`config.mk`:
```
export PLATFORM = sky130hd
export DESIGN_NAME = div_seq_ctrl
export DESIGN_NICKNAME = d
export VERILOG_FILES = /design/src/rtl/div_seq_ctrl.sv
export SDC_FILE = /design/constraint.sdc
export NUM_CORES = 1
export LEC_CHECK = 0
export BUFFER_PORTS_ARGS = -buffer_cell sky130_fd_sc_hd__buf_2
export CAP_MARGIN = 10
export CORE_UTILIZATION = 35
export CTS_CLUSTER_DIAMETER = 120
export CTS_CLUSTER_SIZE = 24
export DETAILED_ROUTE_END_ITERATION = 10
export PLACE_DENSITY = 0.61
export SLEW_MARGIN = 10
export SYNTH_ARGS = -nofsm -noshare
export SYNTH_HDL_FRONTEND = slang
export SYNTH_SLANG_ARGS = --single-unit
```
`constraint.sdc`:
```
create_clock -name clock -period 9.7 [get_ports clock]
set_input_delay 2.425 -clock clock [delete_from_list [all_inputs] [get_ports clock]]
set_output_delay 2.425 -clock clock [all_outputs]
set_load 0.03 [all_outputs]
```
`src/rtl/div_seq_ctrl.sv`:
```
// Multi-cycle non-restoring divider sequencer: one iteration per clock, sign fix-up, done pulse.
// Optional macro DIV_SHORTCUT_EN: skip iterations when |dividend| < |divisor|.
module div_seq_ctrl #(
    parameter int WIDTH = 32,
    parameter int CNT_W = 6
) (
    input  logic             clock,
    input  logic             clear,
    input  logic             start,
    input  logic             signed_op,
    input  logic [WIDTH-1:0] dividend,
    input  logic [WIDTH-1:0] divisor,
    output logic             busy,
    output logic             done,
    output logic [WIDTH-1:0] quotient,
    output logic [WIDTH-1:0] remainder,
    output logic             div_by_zero
);

    typedef enum logic [1:0] {IDLE, ITER, FIX, DONE} state_t;

    state_t           state, state_nx;
    logic [WIDTH-1:0] q_reg, d_reg;
    logic [WIDTH:0]   r_reg;
    logic [CNT_W-1:0] cnt;
    logic             q_sign, r_sign;

    logic             a_neg, b_neg, b_zero, short_cut, accept, last;
    logic [WIDTH-1:0] a_mag, b_mag;
    logic [WIDTH:0]   d_ext, r_shift, r_new, r_fix;

    assign a_neg  = signed_op & dividend[WIDTH-1];
    assign b_neg  = signed_op & divisor[WIDTH-1];
    assign a_mag  = a_neg ? -dividend : dividend;
    assign b_mag  = b_neg ? -divisor : divisor;
    assign b_zero = (divisor == '0);
    assign last   = (cnt == CNT_W'(WIDTH - 1));

`ifdef DIV_SHORTCUT_EN
    assign short_cut = (a_mag < b_mag);
`else
    assign short_cut = 1'b0;
`endif

    // R is kept modulo 2^(WIDTH+1); the true value always lies in [-D, D) so the wrap is harmless.
    assign d_ext   = {1'b0, d_reg};
    assign r_shift = {r_reg[WIDTH-1:0], q_reg[WIDTH-1]};
    assign r_new   = r_reg[WIDTH] ? (r_shift + d_ext) : (r_shift - d_ext);
    assign r_fix   = r_reg[WIDTH] ? (r_reg + d_ext) : r_reg;

    always_ff @(posedge clock or negedge clear) begin
        if (!clear) state <= IDLE;
        else        state <= state_nx;
    end

    always_comb begin
        state_nx = state;
        busy     = 1'b0;
        done     = 1'b0;
        accept   = 1'b0;
        case (state)
            IDLE, DONE: begin
                done   = (state == DONE);
                accept = start;
                if (start) state_nx = (b_zero || short_cut) ? DONE : ITER;
                else       state_nx = IDLE;
            end
            ITER: begin
                busy = 1'b1;
                if (last) state_nx = FIX;
            end
            FIX: begin
                busy     = 1'b1;
                state_nx = DONE;
            end
            default: state_nx = IDLE;
        endcase
    end

    always_ff @(posedge clock or negedge clear) begin
        if (!clear) begin
            q_reg       <= '0;
            d_reg       <= '0;
            r_reg       <= '0;
            cnt         <= '0;
            q_sign      <= 1'b0;
            r_sign      <= 1'b0;
            quotient    <= '0;
            remainder   <= '0;
            div_by_zero <= 1'b0;
        end else if (accept) begin
            q_reg       <= a_mag;
            d_reg       <= b_mag;
            r_reg       <= '0;
            cnt         <= '0;
            q_sign      <= a_neg ^ b_neg;
            r_sign      <= a_neg;
            div_by_zero <= b_zero;
            if (b_zero) begin
                quotient  <= '1;
                remainder <= dividend;
            end else if (short_cut) begin
                quotient  <= '0;
                remainder <= dividend;
            end
        end else if (state == ITER) begin
            r_reg <= r_new;
            q_reg <= {q_reg[WIDTH-2:0], ~r_new[WIDTH]};
            cnt   <= cnt + CNT_W'(1);
        end else if (state == FIX) begin
            quotient  <= q_sign ? -q_reg : q_reg;
            remainder <= r_sign ? -r_fix[WIDTH-1:0] : r_fix[WIDTH-1:0];
        end
    end

endmodule

```
### After elaboration in Yosys (flattened, before gate mapping)

Index checks and enable logic that the tools add are counted.

* output and inout port bits: 67
* register bits: 172
* logic and storage cells: 63
* bits of input ports: 68

* eq/ne operators: 7
* bitwise gates (word level): 4
* mux-type cells: 27
* add/subtract/negate cells: 8
* reductions and logical operators: 7

Operators by type and width (number)
* $mux W32: 15
* $neg A32 Y32: 4
* $mux W33: 3
* $add A33 B32 Y33: 1
* $sub A33 B32 Y33: 1
* $add A32 B32 Y32: 1
* $logic_not A32 Y1: 1
* $mux W6: 2
* $add A6 B1 Y6 const B: 1
* $eq A6 B5 Y1 const B: 1
* $mux W2: 3
* $ne A2 B2 Y1 const B: 3
* $pmux W2 S3: 1
* $eq A2 B2 Y1 const B: 2
* $reduce_bool A2 Y1: 2
* $reduce_or A2 Y1: 2
* $mux W1: 3
* $reduce_and A3 Y1: 1
* $and A1 B1 Y1: 2
* $eq A2 B1 Y1 const B: 1
* $logic_not A2 Y1: 1
* $not A1 Y1: 1
* $xor A1 B1 Y1: 1

### Longest topological paths before layout

* depth in word-level cells: 7
* gate-level depth with buffers: 20
* gate-level depth less buffers: 19

### Least setup slack after synthesis

Ideal clock, no wire load.

* path type: input -> register
* from: in divisor[0]
* to: reg remainder[28]
* arrival time: 4.938 ns
* path buffers: 0
* setup time: 0.123 ns
* stages on the path: 12
* data required time: 9.577 ns
* slack: 4.639 ns
* cell sequence: inv_1 -> ha_1 -> nand2_1 -> nor3_1 -> nand2_1 -> or4_1 -> or3_1 -> nor3_2 -> a31oi_1 -> or3_1 -> mux2i_1 -> nor3_2

* cells in the longest elaborated chain, start to end: 3

Ends and longest elaborated chain
* start, declared: RTL line 12 `input logic [WIDTH-1:0] divisor,`
* $logic_not A32 Y1: RTL line 36 `assign b_zero = (divisor == '0);`
* $ne A2 B2 Y1 (no line)
* $reduce_and A3 Y1 (no line)
* end signal, assigned: RTL line 101 `remainder <= dividend;`
* end signal, assigned: RTL line 104 `remainder <= dividend;`
* end signal, assigned: RTL line 112 `remainder <= r_sign ? -r_fix[WIDTH-1:0] : r_fix[WIDTH-1:0];`
* end, declared: RTL line 16 `output logic [WIDTH-1:0] remainder,`

No other way between the ends.
A chain may end at the register's enable or synchronous reset.

### Worst setup path in the final report

Same ends and word-level chain as after synthesis.

==> metrics.csv <==
stage;metric;value;unit
sta;upper clock frequency limit;0.1714;GHz
die;die area;41930;µm²
sta;Layout Skew;0.01515;ns
synth;top cells by area, synth;dfrtp_1, xor2_1, ha_1;
sta;RSZ-0062 raised after global routing;false;
layout;Area Overhead vs Synth;10.96;%
min_path;Cells on Worst Hold Path;2;
grt;gr ovfl total;0;
outcome;status;finished clean;
clock_network;CTS Buffer Depth;2;
synth;synthesized area per cell;8.241;µm²
clock_network;Clock Latency Late Sink;0.46;ns
synth;number of synthesized flops with an enable pin;0;
synth;Ys Warns;0;
die;top-level port count;135;
worst_setup_path;Worst Path Arrival;6.17;ns
pwr;total power;0.006344;W
worst_setup_path;Critical Path Slowest Stage Cell;nor3_2;
layout;fin nets;1967;
layout;Finished Layout Cells;2366;
die;FP Rows;73;
sta;Slew @ Worst Pin;1.160;ns
synth;Mapped Nets;1888;
clock_network;Clk Tree Root Cell;clkbuf_16;
worst_setup_path;FF-to-FF End;q_reg[0];
clock_network;Post-CTS Hold Fix Bufs;0;
pwr;Switch Pwr;0.003292;W
detailed_routing;ANT nets after route;0;
clock_network;post-CTS sizing;0;
placement;hpwl dp;29.86;mm
pwr;combinational share of power;64.9;%
synth;Synth Flop Type;dfrtp_1;
placement;dpl cell area;15350;µm²
worst_setup_path;Crit Path Class;input pin to flip-flop;
worst_setup_path;Crit. End Element;flip-flop;
sta;fin crit share;60.13;%
worst_setup_path;critical path peak fanout;27;
worst_setup_path;kind of cell adding the most delay to the critical path;simple AND/OR/NAND/NOR gates;
grt;GRT Util Overall;19.01;%
pwr;Power per Cell Area;397.4;nW/µm²
min_path;HP Class;flip-flop to flip-flop;
sta;crit path time final;5.833;ns
die;die height;204.8;µm
synth;area leader, netlist;dfrtp_1;
clock_network;CTS buffer count;17;
worst_setup_path;crit-path cells;buf_2, inv_1, ha_1, nand2_1, nor3_1, nand2_1, or4_1, or3_1, nor3_2, a31oi_2, or3_1, mux2i_1, nor3_2;
worst_setup_path;Worst EP required;10.04;ns
detailed_routing;DRC violations left;0;
detailed_routing;drt first pass iters;5;
worst_setup_path;cell count of the worst reg-to-reg path;17;
placement;dpl cells;2331;
sta;Setup Total Neg Slack;0;ns
detailed_routing;via/cell ratio;5.352;
worst_setup_path;CP Launch Type;input pin;
grt;vias in the first global route;11990;
worst_setup_path;R2R Path Start;r_reg[32];
worst_setup_path;Bufs and invs on worst path;2;
pwr;Pleak;6.666;nW
synth;synth unique cells;101;
run;total of max-cap violations;0;
sta;Slew Limit Fails;0;
worst_setup_path;CP peak stage delay;0.58;ns
min_path;Worst Hold Launch;remainder[2];
min_path;Hold EP;remainder[2];
worst_setup_path;R2R Setup Slk;4.37;ns
clock_network;CTS Sinks;172;
clock_network;CTS tree;done;
pwr;Seq pwr share;23.7;%
pwr;Worst VDD drop;0.1415;mV
detailed_routing;via count;12660;
clock_network;Setup Buffers After CTS;0;
placement;gpl congestion;0.8758;
sta;Relative slew margins;22.41;%
grt;largest net degree at the start of global routing;99;
synth;Synth top area share;29.91;%
synth;async set-or-reset flop fraction in the synthesized netlist;100.0;%
grt;initial antenna violation count;2;
die;core area;40100;µm²
synth;Syn Inst Count;1746;
detailed_routing;drt total wl;39.11;mm
die;die width;204.8;µm
synth;Seq/Total Area, Yosys;29.91;%
sta;Final Hold Viols;0;
synth;flops & latches, synth;172;
detailed_routing;DRT iter0 DRCs;1024;
die;starting density of the core;35.88;%
layout;layout cells sized above 1;12.73;%
synth;Mapped Area;14390;µm²
layout;design area;15970;µm²
clock_network;Clock transition at path regs;0.08;ns
layout;fillers;4147;
sta;# setup viols final;0;
clock_network;H-tree levels;4;
grt;first-pass GRT wire length;63.82;mm
detailed_routing;WL/cell;16.53;µm
pwr;clock share of power;11.3;%
pwr;Int Pwr;0.003052;W
pwr;Sw Ratio;51.89;%
layout;max reg flops;33;
placement;IO Port Bufs;134;
-- worst max path at each step --
| stage | from | to | depth (start not counted) |
|---|---|---|---|
| floorplan | divisor[0] | remainder[28] | 12 |
| global placement | divisor[0] | remainder[28] | 13 |
| detailed placement | divisor[0] | remainder[29] | 13 |
| CTS | divisor[0] | remainder[24] | 14 |
| global route | divisor[6] | remainder[28] | 12 |
| finish | divisor[0] | remainder[28] | 13 |
-- power groups by stage --
stage	registers, W	clock network (W)	logic, W
after floorplan	0.00159	0	0.00314
after global placement	0.00151	0	0.00402
after detailed placement	0.00151	0	0.00410
after CTS	0.00150	0.000736	0.00412
after global routing	0.00156	0.000767	0.00462
final	0.00151	0.000718	0.00412
-- final cells by class --
cell class / instances / area (µm²) / area share, %
Antenna cell: 3 / 7.507 / 0.04702
Clock buffer: 18 / 439.2 / 2.751
Clock inverter: 14 / 172.7 / 1.082
Inverter: 44 / 165.2 / 1.034
Multi-Input combinational cell: 1448 / 9482 / 59.39
Sequential cell: 172 / 4305 / 26.97
Tap cell: 525 / 656.9 / 4.114
Timing Repair Buffer: 142 / 737.0 / 4.616
-- logic make-up after synthesis --
logic type	Yosys count	share of synthesized area, %
DFF	172	29.91
buffers and inverters	126	4.409
and+or+nand+nor	613	20.35
AOI/OAI and AO/OA	501	22.30
xor gates and xnor gates	188	11.44
adders and majority gates	74	6.539
muxes	72	5.052
-- layer usage --
layer	GRT usage (%)	vias up	routed length, µm
li1	-	6444	-
met1	27.05	5924	19440
met2	30.18	279	17380
met3	2.879	17	1834
met4	4.025	0	463
met5	0	-	0
-- cells in the mapped netlist (all sizes together) (17+ instances only) --
master	number
buf	22
or3	30
clkbuf	59
a31oi	27
dfrtp	172
nand2	202
xor2	105
nand4	19
o31ai	27
a21oi	152
nor3	54
xnor2	83
o21ai	160
a21o	18
ha	72
nor2	181
mux2i	67
a211oi	17
inv	43
nand3	26
-- placed cells by master, fill, tap and decap left out, drive strengths merged, types with 5 or more instances in the layout --
cell	Yosys	routed
a2111oi	6	6
a211o	6	6
a211oi	17	17
a21boi	5	5
a21o	18	18
a21oi	152	152
a31o	5	5
a31oi	27	27
and2	8	8
and3	11	11
and4	5	5
buf	22	142
clkbuf	59	18
dfrtp	172	172
ha	72	72
inv	43	50
mux2	5	5
mux2i	67	67
nand2	202	202
nand2b	14	14
nand3	26	26
nand3b	10	10
nand4	19	19
nor2	181	181
nor2b	11	11
nor3	54	54
nor4	12	12
o211ai	8	8
o21a	16	16
o21ai	160	160
o21bai	5	5
o2bb2ai	5	5
o31ai	27	27
o41ai	8	8
or3	30	30
or4	11	11
xnor2	83	83
xor2	105	105
-- worst register-to-register path, stage by stage (launching register included) --
cell	delay, ns
dfrtp_2	0.85
buf_4	0.61
clkinv_1	0.13
buf_4	0.30
o21ai_0	0.18
xnor2_1	0.10
ha_1	0.35
o21a_1	0.14
o21ai_0	0.11
a21oi_1	0.18
o31ai_1	0.14
a2111o_1	0.51
a21o_1	0.21
a31oi_1	0.32
a221oi_1	0.16
xnor2_1	0.60
a21oi_1	0.15
a21o_1	0.18
-- per-stage QoR --
step,setup WS [ns],utilization (%),hold slack [ns]
finish,3.867,39.82,0.4928
detailed placement,3.362,38.27,0.4803
floorplan,4.639,-,0.5087
global placement,3.459,38.27,0.4615
global route,3.473,39.80,0.5225
CTS,3.856,39.80,0.4979
Power figures use the tool's default switching activity.
